===== config.mk =====
export PLATFORM = sky130hd
export DESIGN_NAME = mkio_bus_controller
export DESIGN_NICKNAME = d
export VERILOG_FILES = /design/src/rtl/mkio_bus_controller.sv
export SDC_FILE = /design/constraint.sdc
export NUM_CORES = 1
export LEC_CHECK = 0
export ABC_AREA = 1
export CELL_PAD_IN_SITES_DETAIL_PLACEMENT = 0
export CELL_PAD_IN_SITES_GLOBAL_PLACEMENT = 2
export CORE_AREA = 2 2 208 363
export DETAILED_ROUTE_END_ITERATION = 10
export DIE_AREA = 0 0 210 365
export PLACE_DENSITY = 0.93
export SETUP_SLACK_MARGIN = 0.02
export SYNTH_ARGS = -nofsm -noshare
export SYNTH_HDL_FRONTEND = slang
export SYNTH_SLANG_ARGS = --single-unit
export TNS_END_PERCENT = 30

===== constraint.sdc =====
create_clock -name clk -period 5.35 [get_ports clk]
set_clock_uncertainty 0.05 [all_clocks]
set_input_delay 0.8025 -clock clk [delete_from_list [all_inputs] [get_ports clk]]
set_output_delay 0.8025 -clock clk [all_outputs]
set_load 0.05 [all_outputs]

===== src/rtl/mkio_bus_controller.sv =====
// mkio_bus_controller
//   Initiator side of an MKIO (MIL-STD-1553) channel. On a host start it sends
//   a command word through the Manchester transmitter. For BC->RT it then sends
//   data words from the buffer and collects the status word. For RT->BC it
//   collects the status word and stores the data words it receives.
// Ports
//   clk, reset (async, active low)
//   host   : start, rt_addr, tr, subaddr, word_cnt, buf_we/buf_addr/buf_wdata,
//            buf_rdata, busy, done, status, err, rx_count
//   tx side: tx_ready, tx_data, tx_cd (out), tx_busy (in)
//   rx side: rx_done, rx_data, rx_cd, p_error (in)
module mkio_bus_controller #(
  parameter logic [15:0] TIMEOUT = 16'd1400
) (
  input  logic        clk,
  input  logic        reset,
  input  logic        start,
  input  logic [4:0]  rt_addr,
  input  logic        tr,
  input  logic [4:0]  subaddr,
  input  logic [4:0]  word_cnt,
  input  logic        buf_we,
  input  logic [4:0]  buf_addr,
  input  logic [15:0] buf_wdata,
  output logic [15:0] buf_rdata,
  output logic        busy,
  output logic        done,
  output logic [15:0] status,
  output logic [3:0]  err,
  output logic [5:0]  rx_count,
  output logic        tx_ready,
  output logic [15:0] tx_data,
  output logic        tx_cd,
  input  logic        tx_busy,
  input  logic        rx_done,
  input  logic [15:0] rx_data,
  input  logic        rx_cd,
  input  logic        p_error
);

  typedef enum logic [2:0] {
    IDLE, SEND_CMD, SEND_DATA, WAIT_TX, WAIT_STATUS, RX_DATA, DONE
  } state_e;

  state_e      state_q, state_d;
  logic [4:0]  rt_addr_q, rt_addr_d;
  logic        tr_q, tr_d;
  logic [4:0]  subaddr_q, subaddr_d;
  logic [4:0]  word_cnt_q, word_cnt_d;
  logic [5:0]  idx_q, idx_d;
  logic [15:0] timer_q, timer_d;
  logic        tx_ready_q, tx_ready_d;
  logic        ready_dly_q;
  logic [15:0] tx_data_q, tx_data_d;
  logic        tx_cd_q, tx_cd_d;
  logic [15:0] status_q, status_d;
  logic [3:0]  err_q, err_d;
  logic [5:0]  rx_count_q, rx_count_d;
  logic [15:0] buf_rdata_q;
  logic [15:0] mem_q [32];
  logic        ctl_we;

  logic [5:0]  n_words;
  logic        bcast;
  logic        tx_ok;
  logic        addr_mis;

  assign n_words  = (word_cnt_q == 5'd0) ? 6'd32 : {1'b0, word_cnt_q};
  assign bcast    = (rt_addr_q == 5'd31);
  assign addr_mis = (rx_data[15:11] != rt_addr_q);
  // tx_busy is not trusted during the strobe cycle and the one after it,
  // because the transmitter only raises it after seeing tx_ready.
  assign tx_ok    = !tx_ready_q && !ready_dly_q && !tx_busy;

  // State and datapath registers
  always_ff @(posedge clk or negedge reset) begin
    if (!reset) begin
      state_q     <= IDLE;
      rt_addr_q   <= '0;
      tr_q        <= 1'b0;
      subaddr_q   <= '0;
      word_cnt_q  <= '0;
      idx_q       <= '0;
      timer_q     <= '0;
      tx_ready_q  <= 1'b0;
      ready_dly_q <= 1'b0;
      tx_data_q   <= '0;
      tx_cd_q     <= 1'b0;
      status_q    <= '0;
      err_q       <= '0;
      rx_count_q  <= '0;
    end else begin
      state_q     <= state_d;
      rt_addr_q   <= rt_addr_d;
      tr_q        <= tr_d;
      subaddr_q   <= subaddr_d;
      word_cnt_q  <= word_cnt_d;
      idx_q       <= idx_d;
      timer_q     <= timer_d;
      tx_ready_q  <= tx_ready_d;
      ready_dly_q <= tx_ready_q;
      tx_data_q   <= tx_data_d;
      tx_cd_q     <= tx_cd_d;
      status_q    <= status_d;
      err_q       <= err_d;
      rx_count_q  <= rx_count_d;
    end
  end

  // Next-state and datapath logic
  always_comb begin
    state_d    = state_q;
    rt_addr_d  = rt_addr_q;
    tr_d       = tr_q;
    subaddr_d  = subaddr_q;
    word_cnt_d = word_cnt_q;
    idx_d      = idx_q;
    timer_d    = timer_q;
    tx_ready_d = 1'b0;
    tx_data_d  = tx_data_q;
    tx_cd_d    = tx_cd_q;
    status_d   = status_q;
    err_d      = err_q;
    rx_count_d = rx_count_q;
    ctl_we     = 1'b0;

    case (state_q)
      IDLE, DONE: begin
        state_d = IDLE;
        if (start) begin
          rt_addr_d  = rt_addr;
          tr_d       = tr;
          subaddr_d  = subaddr;
          word_cnt_d = word_cnt;
          err_d      = '0;
          rx_count_d = '0;
          timer_d    = '0;
          state_d    = SEND_CMD;
        end
      end
      SEND_CMD: begin
        if (bcast && tr_q) begin
          // Broadcast transmit has no single responder: abort without sending.
          err_d[0] = 1'b1;
          state_d  = DONE;
        end else if (tx_ok) begin
          tx_ready_d = 1'b1;
          tx_data_d  = {rt_addr_q, tr_q, subaddr_q, word_cnt_q};
          tx_cd_d    = 1'b0;
          idx_d      = '0;
          state_d    = tr_q ? WAIT_TX : SEND_DATA;
        end
      end
      SEND_DATA: begin
        if (tx_ok) begin
          tx_ready_d = 1'b1;
          tx_data_d  = mem_q[idx_q[4:0]];
          tx_cd_d    = 1'b1;
          idx_d      = idx_q + 6'd1;
          if (idx_q + 6'd1 == n_words) state_d = WAIT_TX;
        end
      end
      WAIT_TX: begin
        if (tx_ok) begin
          if (bcast) begin
            state_d = DONE;
          end else begin
            // The cycle the line goes quiet counts as the first timer cycle.
            timer_d = 16'd1;
            state_d = WAIT_STATUS;
          end
        end
      end
      WAIT_STATUS: begin
        if (rx_done) begin
          status_d = rx_data;
          err_d    = err_q | {rx_cd, addr_mis, p_error, 1'b0};
          if (rx_cd || addr_mis || p_error) begin
            state_d = DONE;
          end else if (tr_q) begin
            timer_d = '0;
            state_d = RX_DATA;
          end else begin
            state_d = DONE;
          end
        end else if (timer_q == TIMEOUT) begin
          err_d[0] = 1'b1;
          state_d  = DONE;
        end else begin
          timer_d = timer_q + 16'd1;
        end
      end
      RX_DATA: begin
        if (rx_done) begin
          if (p_error || !rx_cd) begin
            err_d[1] = err_q[1] | p_error;
            err_d[3] = err_q[3] | !rx_cd;
            state_d  = DONE;
          end else begin
            ctl_we     = 1'b1;
            rx_count_d = rx_count_q + 6'd1;
            timer_d    = '0;
            if (rx_count_q + 6'd1 == n_words) state_d = DONE;
          end
        end else if (timer_q == TIMEOUT) begin
          err_d[0] = 1'b1;
          state_d  = DONE;
        end else begin
          timer_d = timer_q + 16'd1;
        end
      end
      default: state_d = IDLE;
    endcase
  end

  // Outputs decoded from state
  always_comb begin
    busy = (state_q != IDLE) && (state_q != DONE);
    done = (state_q == DONE);
  end

  // Data buffer: controller write has priority; host writes only when idle
  always_ff @(posedge clk) begin
    if (ctl_we) begin
      mem_q[rx_count_q[4:0]] <= rx_data;
    end else if (buf_we && !busy) begin
      mem_q[buf_addr] <= buf_wdata;
    end
  end

  always_ff @(posedge clk or negedge reset) begin
    if (!reset) buf_rdata_q <= '0;
    else        buf_rdata_q <= mem_q[buf_addr];
  end

  assign buf_rdata = buf_rdata_q;
  assign status    = status_q;
  assign err       = err_q;
  assign rx_count  = rx_count_q;
  assign tx_ready  = tx_ready_q;
  assign tx_data   = tx_data_q;
  assign tx_cd     = tx_cd_q;

endmodule


---- After elaboration in Yosys (flattened, before gate mapping) ----
Memory sizes are Yosys's and may differ from the RTL's. A register that Yosys moved wholly into a read port is not among the register bits.
Index checks and enable logic that the tools add are counted.
cells by class
  bitwise logic cells ..................... 3
  eq/ne operators ......................... 30
  reductions and logical operators ........ 34
  mux-type cells .......................... 71
  $add $sub $neg .......................... 3
operators by type and width
  kind                                              number
  two-way mux 16 bit                                13
  case mux 16 bit (4 select lines)                  1
  two-way mux 6 bit                                 7
  two-way mux 3 bit                                 11
  case mux 16 bit (2 select lines)                  1
  != test 2 bit (second input constant)             13
  two-way mux 1 bit                                 24
  case mux 6 bit (2 select lines)                   2
  case mux 3 bit (6 select lines)                   1
  adder 16 x 1 -> 16 bit (second input constant)    1
  == test 16 x 11 -> 1 bit (second input constant)  1
  OR reduction 16 bit                               1
  != test 3 bit (second input constant)             5
  adder 6 x 1 -> 6 bit (second input constant)      2
  == test 6 bit                                     2
  AND reduction 4 bit                               3
  AND reduction 5 bit                               2
  == test 3 bit (second input constant)             3
  nonzero test 4 bit                                2
  AND reduction 7 bit                               1
  == test 3 x 2 -> 1 bit (second input constant)    2
  zero test 1 bit                                   6
  two-way mux 2 bit                                 3
  case mux 1 bit (2 select lines)                   3
  other kinds (19)                                  31
word-level totals
  logic and storage cells ................. 158
  bits in writable memories ............... 512
  memories ................................ 1
  bits in registers ....................... 86
  output and inout port bits .............. 62
memories
  name   depth  bits a word  read ports  clocked after Yosys merged registers in  wr ports  line  text
  mem_q  32     16           2           1                                        1         60    logic [15:0] mem_q [32];

---- Longest topological paths before layout ----
  depth in word-level cells ............... 9
  gate-level depth with buffers ........... 14
  mapped depth without buffers ............ 14

---- Worst setup path after synthesis ----
Ideal clock, no wire load.
  kind .................................... input to register
  start point ............................. input buf_addr[0]
  end point ............................... memory mem_q[17][0] (enable)
  setup slack ............................. 2359 ps
  arrival ................................. 2552 ps
  data required time ...................... 4912 ps
  cell stages on the path ................. 7
  cell sequence ........................... buf_2 > buf_2 > clkbuf_1 > o21ai_0 > inv_1 > nand3_1 > nor2_1
on the way
  longest elaborated chain between the ends .. 1
RTL lines
  element                      line  text
  from (decl)                  23    input logic [4:0] buf_addr,
  two-way mux 5 bit (no line)  --
  to (decl)                    60
No other way between the ends.

---- Worst setup path in the final report ----
  start point ............................. register state_q[0]
  end point ............................... memory mem_q[0][11] (enable)
on the way
  longest elaborated chain between the ends .. 9
RTL lines
  element                                                                  line  text
  from (decl)                                                              45    state_e state_q, state_d;
  from (signal assigned)                                                   93    state_q <= state_d;
  != test 3 bit / nonzero test 3 bit (equally long branches)               218   busy = (state_q != IDLE) && (state_q != DONE);
  logical AND 1 bit                                                        218
  zero test 1 bit                                                          226   end else if (buf_we && !busy) begin
  logical AND 1 bit                                                        226
  two-way mux 1 bit                                                        226
  two-way mux 1 bit                                                        224   if (ctl_we) begin
  two-way mux 1 bit (not written as such)                                  227   mem_q[buf_addr] <= buf_wdata;
  OR reduction 16 bit (no line)                                            --
  two-way mux 5 bit (no line) / two-way mux 1 bit (equally long branches)  --
Parallel ways exist; a longest one is shown, timed or not.

==> impl_metrics.ini <==
[status]
status = completed

[global_routing]
grt_overflow = 0
grt_pass1_vias = 25100
gr-usage-met3 = 0.0264
grt_first_pass_wirelength_um = 161000
grt_max_degree = 178
busiest_layer = met2
grt.total_usage = 0.283
grt_use_met1 = 0.313
antenna_found_initial = 1
use_met2 = 0.532

[critical_path]
timing.rr.start = state_q[0]
r2r_end = mem_q[0][11]
critPathLaunchType = register
arrival_ns = 3.98
cp-end-kind = register
r2r_slack_ns = 1.55
rr_worst_depth = 7
crit_required_ns = 5.52
critPathMaxFanout = 43
crit_type = reg2reg
crit_start = state_q[0]

[floorplanning]
die_h_um = 365
start_util = 0.415
fp.dieW_um = 210
ios = 123
core_area_um2 = 73800
dieArea_um2 = 76700
rows = 132

[logic_synthesis]
synthAdderAreaFrac = 0.00163
synthMuxAreaShare = 0
synthCells = 3363
synth_edf_count = 512
synth_seq_cells = 614
synth_xor_area_frac = 0.00171
synth-simple-area-share = 0.198
synth_compound_area_frac = 0.149
seq_area_frac_synth = 0.585
synth_nets = 3428
synth_ff_type = edfxtp_1
synthArstFlopShare = 0.166
synth_area_um2 = 30700
synth_top_family_by_area = simple AND/OR/NAND/NOR gates
ys_warn_count = 0
yosys.cell_types.count = 38
avgSynthCellArea_um2 = 9.12

[final_layout]
nets = 3440
n_antenna_cell = 0
post-route-util = 0.469
drive_gt1_frac = 0.0740
seqCellArea_um2 = 17900
fill_cells = 6921
area_growth_pct = 12.9
multi_input_area_um2 = 11000

[sta]
tightest_slew_ns = 1.06
setup_slack_ns = 1.55
clock.fmax_ghz = 0.263
relSlewSlack = 0.293
fin_hold_ws_ns = 0.187
setup_viol = 0
fin_tns_setup_ns = 0
slew_viol_final = 0
period_needed_ns = 3.80
finalCritPeriodShare = 0.710
rsz0062_at_grt = false
hold_viol = 0

[power_and_ir_drop]
p_int_uw = 9780
p_comb_frac = 0.389
p_sw_frac = 0.418
irDropWorstVdd_mv = 0.384
switchingPower_uw = 7020
p_per_area_nw_per_um2 = 485
p_seq_frac = 0.377
p_clk_frac = 0.234
leakagePower_uw = 0.0127

[clock_network]
worstSkewPairLatency_ns = 0.62
numCtsBuffers = 55
cts_hold_buf = 0
root_buffer = clkbuf_16
cts_max_path_buffers = 3
cts_tree = done
clkTransAtPathRegs_ns = 0.07
post_cts_buffers = 0
cts.repair.resized = 0
htreeDepth = 2
clock-sinks = 614

[detailed_routing]
drtPass1Iterations = 6
vias_per_cell = 5.90
drtAntennaViolNets = 0
wirelength_um = 110000
drc_errors = 0
wl_per_cell_um = 25.2
num_vias = 25700
drt_iter0_markers = 2652

[run]
maxCapViolCount = 0

[placed_design]
dp_slack_ns = 1.18
io_buffer_count = 122
gp_congestion = 0.897
dp_hpwl_um = 72500

[hold_path]
hold_path_class = in2async
area by class of cell:
| cell class | instances | area share |
|---|---|---|
| Sequential cell | 614 | 0.518 |
| Clock buffer | 71 | 0.0433 |
| Timing Repair Buffer | 192 | 0.0525 |
| Clock inverter | 32 | 0.00705 |
| Tap cell | 938 | 0.0339 |
| Multi-Input combinational cell | 2269 | 0.318 |
| Inverter | 243 | 0.0268 |
through the flow:
stage / area (µm²) / power (µW) / instances
2_1_floorplan: 30700 / 10400 / 3363
3_3_place_gp: 32900 / 12900 / 4256
3_5_place_dp: 32900 / 12900 / 4256
4_1_cts: 34600 / 16800 / 4359
5_1_grt: 34600 / 17500 / 4359
6_report: 34600 / 16800 / 4359
placed cells by master, fill, tap and decap left out, types with 33 or more instances in the layout:
cell	count
edfxtp_1	512
nand2_1	477
o21ai_0	474
nor2_1	446
nand3_1	280
inv_1	228
a21oi_1	159
nor3_1	154
clkdlybuf4s50_1	118
dfrtp_1	98
o221ai_1	71
buf_4	66
clkbuf_16	56
o211ai_1	45
nor2_2	33
registers in the layout, indices dropped and copies added (netlist names):
name,flops
err,4
state_q,3
tx_data,16
timer_q,16
ready_dly_q,1
tx_cd,1
subaddr_q,5
rt_addr_q,5
tx_ready,1
tr_q,1
mem_q,512
word_cnt_q,5
status,16
buf_rdata,16
idx_q,6
rx_count,6
cell usage after synthesis, drive strengths merged (71+ instances only):
cell type	number	area (µm²)
edfxtp	512	15400
nand3	282	1420
clkbuf	120	452
dfrtp	102	2550
nor3	156	791
inv	240	901
o221ai	71	622
buf	117	602
nand2	481	1820
nor2	479	1800
a21oi	175	876
o21ai	496	2530
power by group through the flow:
stage | clock, µW | combinational, µW | sequential, µW
after floorplan | 0 | 3650 | 6800
after global placement | 0 | 6470 | 6420
after detailed placement | 0 | 6500 | 6410
after CTS | 3960 | 6520 | 6320
after global routing | 4140 | 7040 | 6360
final | 3930 | 6540 | 6330
per-layer routing:
layer	share of wire	vias to the layer above
met5	0.00012	-
met4	0.060	2
met3	0.056	316
met2	0.53	1230
met1	0.35	12400
li1	-	11800
logic make-up (layout without fill, tap and decap cells):
kind of cell / after synthesis / in the layout
and+or+nand+nor: 1439 / 1439
AOI/OAI and AO/OA: 820 / 820
adders and majority gates: 4 / 4
buffers and inverters: 480 / 538
DFF: 614 / 614
xor gates and xnor gates: 6 / 6
critical path, stage by stage, from the launching register on:
cell,delay (ns)
dfrtp_1,0.46
nor2_2,0.17
nand2_1,0.08
nand2_2,0.17
nand2_4,0.43
o21ai_0,0.49
nand3_1,0.54
nor2_2,1.01
worst max path at each step:
stage                    to  slack (ns)
6_report       mem_q[0][11]        1.55
5_1_grt        mem_q[0][12]        1.29
4_1_cts        mem_q[0][11]        1.58
3_5_place_dp   mem_q[0][12]        1.18
3_3_place_gp   mem_q[0][10]        1.31
2_1_floorplan  mem_q[17][0]        2.36
Power figures use the tool's default switching activity.
